[src/rtl/fetch_queue_unit_if.sv]
// Fetch stage bus bundle: instruction-memory request/response and the decode-side
// queue head handshake. The fetch unit is the master; memory/decode sit on the slave side.
interface fetch_queue_unit_if #(
    parameter int ADDR_W = 32,
    parameter int INST_W = 16
);
    logic              imem_req;
    logic [ADDR_W-1:0] imem_addr;
    logic              imem_rvalid;
    logic [INST_W-1:0] imem_rdata;
    logic              out_valid;
    logic [INST_W-1:0] out_inst;
    logic [ADDR_W-1:0] out_pc;
    logic              out_ready;

    modport master (
        output imem_req, imem_addr, out_valid, out_inst, out_pc,
        input  imem_rvalid, imem_rdata, out_ready
    );

    modport slave (
        input  imem_req, imem_addr, out_valid, out_inst, out_pc,
        output imem_rvalid, imem_rdata, out_ready
    );
endinterface

[src/rtl/fetch_queue_unit.sv]
// Instruction fetch stage: single outstanding imem read feeding a DEPTH-entry queue,
// with branch/interrupt redirects. Optional perf counters under FETCH_PERF_CNT_EN.
//
//   state | meaning
//   IDLE  | no request outstanding; issue when queue has room and no redirect
//   WAIT  | request outstanding; response is pushed with its fetch PC
//   DROP  | request outstanding after a redirect; response will be discarded
module fetch_queue_unit #(
    parameter int              ADDR_W    = 32,
    parameter int              INST_W    = 16,
    parameter int              BR_W      = 16,
    parameter int              DEPTH     = 4,
    parameter logic [ADDR_W-1:0] RESET_VEC = ADDR_W'(50),
    parameter logic [ADDR_W-1:0] INT_VEC   = '0
) (
    input  logic                   clk,
    input  logic                   reset,
    fetch_queue_unit_if.master     bus,
    input  logic                   branch_i,
    input  logic [BR_W-1:0]        branch_addr_i,
    input  logic                   int_req_i,
    output logic [ADDR_W-1:0]      epc_o,
    output logic [$clog2(DEPTH):0] q_count_o
`ifdef FETCH_PERF_CNT_EN
    ,
    output logic [31:0]            perf_fetched_o,
    output logic [31:0]            perf_stall_o
`endif
);
    localparam int PW = $clog2(DEPTH);
    localparam int CW = PW + 1;

    typedef enum logic [1:0] {IDLE, WAIT, DROP} state_t;

    state_t            state_q;
    logic [ADDR_W-1:0] fpc_q, fpc_d;
    logic [ADDR_W-1:0] addr_q;
    logic [ADDR_W-1:0] epc_q;
    logic              req_q;
    logic [CW-1:0]     count_q, count_d;
    logic [PW-1:0]     wr_q, rd_q;
    logic [ADDR_W-1:0] pc_mem_q   [DEPTH];
    logic [INST_W-1:0] inst_mem_q [DEPTH];

    logic              redirect, push, pop, out_valid;
    logic [ADDR_W-1:0] br_tgt;

    assign redirect  = int_req_i | branch_i;
    assign out_valid = (count_q != '0);
    assign push      = (state_q == WAIT) && bus.imem_rvalid && !redirect;
    assign pop       = out_valid && bus.out_ready && !redirect;
    assign br_tgt    = ADDR_W'($signed(branch_addr_i));

    always_comb begin
        fpc_d = fpc_q;
        if (int_req_i)     fpc_d = INT_VEC;
        else if (branch_i) fpc_d = br_tgt;
        else if (push)     fpc_d = fpc_q + 1'b1;

        count_d = count_q;
        if (redirect)           count_d = '0;
        else if (push && !pop)  count_d = count_q + 1'b1;
        else if (pop && !push)  count_d = count_q - 1'b1;
    end

    always_ff @(posedge clk) begin
        if (reset) begin
            state_q <= IDLE;
            fpc_q   <= RESET_VEC;
            addr_q  <= '0;
            epc_q   <= '0;
            req_q   <= 1'b0;
            count_q <= '0;
            wr_q    <= '0;
            rd_q    <= '0;
        end else begin
            fpc_q   <= fpc_d;
            count_q <= count_d;
            if (int_req_i)
                epc_q <= out_valid ? pc_mem_q[rd_q] : fpc_q;

            if (redirect) begin
                wr_q <= '0;
                rd_q <= '0;
            end else begin
                if (push) wr_q <= wr_q + 1'b1;
                if (pop)  rd_q <= rd_q + 1'b1;
            end

            // A redirect never aborts the bus transaction; it only poisons the response.
            case (state_q)
                IDLE: begin
                    if (!redirect && (count_q < CW'(DEPTH))) begin
                        req_q   <= 1'b1;
                        addr_q  <= fpc_q;
                        state_q <= WAIT;
                    end
                end
                WAIT: begin
                    if (bus.imem_rvalid) begin
                        req_q   <= 1'b0;
                        state_q <= IDLE;
                    end else if (redirect) begin
                        state_q <= DROP;
                    end
                end
                DROP: begin
                    if (bus.imem_rvalid) begin
                        req_q   <= 1'b0;
                        state_q <= IDLE;
                    end
                end
                default: begin
                    req_q   <= 1'b0;
                    state_q <= IDLE;
                end
            endcase
        end
    end

    always_ff @(posedge clk) begin
        if (push) begin
            pc_mem_q[wr_q]   <= fpc_q;
            inst_mem_q[wr_q] <= bus.imem_rdata;
        end
    end

    assign bus.imem_req  = req_q;
    assign bus.imem_addr = addr_q;
    assign bus.out_valid = out_valid;
    assign bus.out_inst  = inst_mem_q[rd_q];
    assign bus.out_pc    = pc_mem_q[rd_q];
    assign epc_o         = epc_q;
    assign q_count_o     = count_q;

`ifdef FETCH_PERF_CNT_EN
    logic [31:0] perf_fetched_q, perf_stall_q;

    always_ff @(posedge clk) begin
        if (reset) begin
            perf_fetched_q <= '0;
            perf_stall_q   <= '0;
        end else begin
            if (pop && !(&perf_fetched_q))
                perf_fetched_q <= perf_fetched_q + 1'b1;
            if (out_valid && !bus.out_ready && !(&perf_stall_q))
                perf_stall_q <= perf_stall_q + 1'b1;
        end
    end

    assign perf_fetched_o = perf_fetched_q;
    assign perf_stall_o   = perf_stall_q;
`endif
endmodule

[src/flat_wrapper.sv]
// flat-port wrapper written by rule: the top's interface ports become plain ports
module fetch_queue_unit_flat 
#(
    parameter int              ADDR_W    = 32,
    parameter int              INST_W    = 16,
    parameter int              BR_W      = 16,
    parameter int              DEPTH     = 4,
    parameter logic [ADDR_W-1:0] RESET_VEC = ADDR_W'(50),
    parameter logic [ADDR_W-1:0] INT_VEC   = '0
)
  (clk, reset, branch_i, branch_addr_i, int_req_i, epc_o, q_count_o, bus_imem_req, bus_imem_addr, bus_out_valid, bus_out_inst, bus_out_pc, bus_imem_rvalid, bus_imem_rdata, bus_out_ready);
  fetch_queue_unit_if #(.ADDR_W(ADDR_W), .INST_W(INST_W)) bus_i ();
  input  logic clk;
  input  logic reset;
  input  logic branch_i;
  input  logic [BR_W-1:0] branch_addr_i;
  input  logic int_req_i;
  output logic [ADDR_W-1:0] epc_o;
  output logic [$clog2(DEPTH):0] q_count_o;
  output wire logic [$bits(bus_i.imem_req)-1:0] bus_imem_req;
  output wire logic [$bits(bus_i.imem_addr)-1:0] bus_imem_addr;
  output wire logic [$bits(bus_i.out_valid)-1:0] bus_out_valid;
  output wire logic [$bits(bus_i.out_inst)-1:0] bus_out_inst;
  output wire logic [$bits(bus_i.out_pc)-1:0] bus_out_pc;
  input wire logic [$bits(bus_i.imem_rvalid)-1:0] bus_imem_rvalid;
  input wire logic [$bits(bus_i.imem_rdata)-1:0] bus_imem_rdata;
  input wire logic [$bits(bus_i.out_ready)-1:0] bus_out_ready;
  assign bus_imem_req = bus_i.imem_req;
  assign bus_imem_addr = bus_i.imem_addr;
  assign bus_out_valid = bus_i.out_valid;
  assign bus_out_inst = bus_i.out_inst;
  assign bus_out_pc = bus_i.out_pc;
  assign bus_i.imem_rvalid = bus_imem_rvalid;
  assign bus_i.imem_rdata = bus_imem_rdata;
  assign bus_i.out_ready = bus_out_ready;
  fetch_queue_unit #(.ADDR_W(ADDR_W), .INST_W(INST_W), .BR_W(BR_W), .DEPTH(DEPTH), .RESET_VEC(RESET_VEC), .INT_VEC(INT_VEC)) u_core (.clk(clk), .reset(reset), .bus(bus_i), .branch_i(branch_i), .branch_addr_i(branch_addr_i), .int_req_i(int_req_i), .epc_o(epc_o), .q_count_o(q_count_o));
endmodule
[config.mk]
export PLATFORM = sky130hd
export DESIGN_NAME = fetch_queue_unit_flat
export DESIGN_NICKNAME = d
export VERILOG_FILES = /design/src/rtl/fetch_queue_unit_if.sv /design/src/rtl/fetch_queue_unit.sv /design/src/flat_wrapper.sv
export SDC_FILE = /design/constraint.sdc
export NUM_CORES = 1
export LEC_CHECK = 0
export CAP_MARGIN = 20
export CORE_ASPECT_RATIO = 1.75
export CORE_MARGIN = 4
export CORE_UTILIZATION = 55
export CTS_BUF_LIST = sky130_fd_sc_hd__clkbuf_8 sky130_fd_sc_hd__clkbuf_16
export DETAILED_ROUTE_END_ITERATION = 8
export HOLD_SLACK_MARGIN = 0.08
export MAX_ROUTING_LAYER = met4
export PLACE_DENSITY = 0.8
export SLEW_MARGIN = 20
export SYNTH_ARGS = -nofsm -noshare
export SYNTH_HDL_FRONTEND = slang
export SYNTH_SLANG_ARGS = --single-unit
[constraint.sdc]
create_clock -name clk -period 6.9 [get_ports clk]
set_input_delay 1.38 -clock clk [delete_from_list [all_inputs] [get_ports clk]]
set_output_delay 1.38 -clock clk [all_outputs]
set_load 0.01 [all_outputs]
==> results.py <==
metrics = {
    "run_status": {
        "status": "finished clean",
    },
    "grt": {
        "grt_pass1_wl_um": 43100,
        "grtUsageTotal": 0.235,
        "antenna_found_initial": 0,
        "grt_start_max_net_pins": 74,
        "grt_overflow_total": 0,
        "via_count_of_the_first_global_routing_pass": 7637,
    },
    "yosys": {
        "post_synth_inst_count": 853,
        "synth_ff_type": "sky130_fd_sc_hd__edfxtp_1",
        "syn_nets": 901,
        "synth-seq-cells": 300,
        "asyncSetResetFlopFracSynth": 0,
        "number_of_enable_flip_flop_cells_after_synthesis": 192,
        "yosys_cell_types": 50,
        "synth_warnings": 0,
        "synth.avg_cell_area_sq_um": 13.8,
        "post_synthesis_cell_area_sq_um": 11800,
        "synth_sequential_area_ratio": 0.673,
    },
    "timing": {
        "fmax_mhz": 252,
        "final-hold-violation-count": 0,
        "finalCriticalPeriod_ps": 3970,
        "unrepaired_setup_endpoints_after_global_routing": "false",
        "clock_skew_ps": 14.6,
        "setup_slack_ps": 2930,
        "fin_tns_setup_ps": 0,
        "worst_slew_pin_tran_ps": 786,
        "maxSlewHeadroom": 0.476,
        "period_share": 0.576,
        "number_of_failing_setup_endpoints_in_the_final_timing_report": 0,
        "drv_slew": 0,
    },
    "clock_tree": {
        "cts-htree-levels": 1,
        "cts_tree": "done",
        "clk_pin_slew_worst_paths_ps": 70,
        "insertion_delay_ps": 520,
        "clock-root-buffer": "sky130_fd_sc_hd__clkbuf_16",
        "cts-hold-fix-buffers": 0,
        "cts_repair_resize_count": 0,
        "clock_sinks": 300,
        "clock_tree.buffer_depth": 3,
        "post-cts-setup-buffers": 0,
        "tritoncts.num_buffers": 24,
    },
    "placement": {
        "dpl.cell_count": 1214,
        "port-buffer-count": 154,
        "place.gp.congestion": 0.809,
        "dp_slack_ps": 2770,
        "total_placed_instance_area_sq_um": 13500,
        "post-dp-hpwl_um": 17000,
    },
    "floorplan": {
        "design.core.area_sq_um": 21000,
        "initial_utilization": 0.560,
        "dieHeight_um": 202,
        "dieWidth_um": 119,
        "floorplan.die_area_sq_um": 23900,
        "core.rowCount": 70,
        "io_pins": 155,
    },
    "worst_setup_path": {
        "timing.critical_path.buf_inv": 2,
        "r2r_start": "u_core.q_count_o[2]",
        "startpoint_type": "flop",
        "worst-r2r-setup-slack_ps": 3990,
        "max_stage_delay_ps": 630,
        "criticalPathCategory": "flop to output port",
        "cp_cell_sequence": "buf_16, mux4_2, clkdlybuf4s50_1",
        "critPathArrivalTime_ps": 2590,
        "crit_path_max_delay_cell_type": "sky130_fd_sc_hd__mux4_2",
        "r2r-end": "u_core.q_count_o[2]",
        "crit_cells": 3,
        "worstPathMaxFanout": 30,
        "timing.critical_path.max_delay_family": "buffers and inverters",
        "critical_path_data_required_time_ps": 5520,
        "worstRegToRegCells": 11,
        "timing.critical_path.to_type": "output port",
    },
    "detailed_routing": {
        "drt_wl_total_um": 27400,
        "drt_pass1_iterations": 5,
        "drc_errors": 0,
        "routed_wire_length_per_instance_um": 21.8,
        "vias": 7463,
        "drt-initial-drc-count": 844,
        "routed_via_density": 5.93,
        "final_antenna_net_count": 0,
    },
    "final_layout": {
        "final_net_count": 1037,
        "mostFrequentLayoutCell": "sky130_fd_sc_hd__edfxtp_1",
        "filler_cell_count": 1439,
        "num_antenna_cells": 0,
        "drive_gt1_frac": 0.118,
        "layoutNonFillerInstCount": 1259,
        "area.growth.synth_to_final_pct": 22.1,
        "most-common-layout-cells": "sky130_fd_sc_hd__edfxtp_1, sky130_fd_sc_hd__clkdlybuf4s50_1, sky130_fd_sc_hd__nand2_1, sky130_fd_sc_hd__dfxtp_1, sky130_fd_sc_hd__nor2_1",
        "post_route_standard_cell_area_excluding_fillers_sq_um": 14400,
    },
    "worst_hold_path": {
        "holdPathEnd": "u_core.bus.imem_addr[4]",
        "holdCritStartpoint": "u_core.bus.imem_addr[4]",
        "worstHoldPathCells": 2,
        "worst_hold_path_type": "flop to flop",
    },
    "power_and_ir_drop": {
        "power_density_nw_per_um2": 252,
        "total_leakage_power_nw": 4.60,
        "power.ir.vdd_worst_uv": 170,
    },
    "job": {
        "drv.max_cap_violation_count": 0,
    },
}
-- worst register-to-register path: stages, from the launching register on --
cell and delay (ps):
sky130_fd_sc_hd__dfxtp_1 370, sky130_fd_sc_hd__nor3_4 190, sky130_fd_sc_hd__buf_4 410, sky130_fd_sc_hd__clkinv_1 120, sky130_fd_sc_hd__buf_4 310, sky130_fd_sc_hd__nand3_1 190, sky130_fd_sc_hd__ha_1 200, sky130_fd_sc_hd__inv_1 60
sky130_fd_sc_hd__fa_1 380, sky130_fd_sc_hd__xor2_1 160, sky130_fd_sc_hd__or3_1 300, sky130_fd_sc_hd__a21oi_1 140
-- through the flow --
stage | power, mW | hold slack, ps | util
after CTS | 3.64 | 458 | 0.683
final | 3.63 | 457 | 0.684
after detailed placement | 2.16 | 449 | 0.641
after floorplan | 2.07 | 455 | -
after global routing | 3.73 | 479 | 0.684
after global placement | 2.15 | 442 | 0.641
-- area by class of cell --
type / instances / area (sq um) / area share
multi-input cells: 481 / 3550 / 0.247
repair buffers: 166 / 1640 / 0.114
clock buffers: 27 / 653 / 0.0454
well taps: 252 / 315 / 0.0219
flip-flops and latches: 300 / 7930 / 0.552
inverters: 16 / 60.1 / 0.00418
clock inverters: 17 / 225 / 0.0157
-- sequential cells by signal, indices dropped and copies added, names as in the netlist, named ones only --
| register | count |
|---|---|
| u_core.pc_mem_q | 128 |
| u_core.inst_mem_q | 64 |
| u_core.bus.imem_addr | 32 |
| u_core.epc_o | 32 |
| u_core.fpc_q | 32 |
| u_core.q_count_o | 3 |
| u_core.rd_q | 2 |
| u_core.state_q | 2 |
| u_core.wr_q | 2 |
| u_core.bus.imem_req | 1 |
-- cell usage after synthesis, types with 2 or more instances --
cell type	n	share of area
sky130_fd_sc_hd__and3_1	2	0.0011
sky130_fd_sc_hd__nor4_2	4	0.0042
sky130_fd_sc_hd__or3_1	2	0.0011
sky130_fd_sc_hd__buf_4	3	0.0019
sky130_fd_sc_hd__xor2_1	7	0.0052
sky130_fd_sc_hd__nor2_1	54	0.017
sky130_fd_sc_hd__nand3_1	15	0.0064
sky130_fd_sc_hd__dfxtp_1	108	0.18
sky130_fd_sc_hd__buf_2	14	0.0059
sky130_fd_sc_hd__mux4_2	48	0.092
sky130_fd_sc_hd__a21oi_1	53	0.023
sky130_fd_sc_hd__o21ai_1	5	0.0021
sky130_fd_sc_hd__a311oi_1	33	0.025
sky130_fd_sc_hd__xnor2_1	25	0.019
sky130_fd_sc_hd__ha_1	9	0.0096
sky130_fd_sc_hd__nand2_1	141	0.045
sky130_fd_sc_hd__inv_1	14	0.0045
sky130_fd_sc_hd__a211oi_1	3	0.0019
sky130_fd_sc_hd__nor3_1	10	0.0042
sky130_fd_sc_hd__and4_1	4	0.0030
sky130_fd_sc_hd__and2_1	7	0.0037
sky130_fd_sc_hd__nand4_1	8	0.0042
sky130_fd_sc_hd__a31oi_1	3	0.0016
sky130_fd_sc_hd__nand2b_1	3	0.0016
sky130_fd_sc_hd__or2_2	2	0.0011
sky130_fd_sc_hd__o21ai_0	23	0.0098
sky130_fd_sc_hd__mux2i_1	2	0.0017
sky130_fd_sc_hd__nand4_4	2	0.0036
sky130_fd_sc_hd__edfxtp_1	192	0.49
sky130_fd_sc_hd__nor3_2	2	0.0017
sky130_fd_sc_hd__clkbuf_1	36	0.011
-- where the power goes --
| part | switching, mW | internal [mW] | leakage (nW) | total, mW |
|---|---|---|---|---|
| combinational | 0.0826 | 0.0750 | 1.51 | 0.158 |
| clock | 0.604 | 0.902 | 0.447 | 1.51 |
| sequential | 0.0342 | 1.93 | 2.64 | 1.96 |
| total | 0.721 | 2.91 | 4.60 | 3.63 |
-- how the worst max path moves through the flow --
| stage | start | to |
|---|---|---|
| after floorplan | int_req_i | u_core.inst_mem_q[0][0] |
| after global placement | branch_i | u_core.q_count_o[2] |
| after detailed placement | branch_i | u_core.q_count_o[2] |
| after CTS | flop | bus_out_pc[5] |
| after global routing | flop | bus_out_pc[2] |
| final | flop | bus_out_pc[5] |
-- cells by family (layout without fill, tap and decap cells) --
| logic type | after synthesis | in the layout | synth area share |
|---|---|---|---|
| AOI/OAI and AO/OA | 125 | 125 | 0.0660 |
| and+or+nand+nor | 264 | 264 | 0.106 |
| muxes | 50 | 50 | 0.0935 |
| DFF | 300 | 300 | 0.673 |
| adders and majority gates | 10 | 10 | 0.0113 |
| xor gates and xnor gates | 32 | 32 | 0.0238 |
| buffers and inverters | 72 | 226 | 0.0261 |
-- routing by layer --
| metal | up-vias | global-route usage | routed length, um |
|---|---|---|---|
| met3 | 62 | 0.0264 | 1390 |
| met4 | 0 | 0.0908 | 852 |
| li1 | 3419 | - | - |
| met1 | 3711 | 0.284 | 10400 |
| met5 | - | - | 0 |
| met2 | 271 | 0.405 | 14800 |
Note: power is estimated with default switching activity, not from simulation.
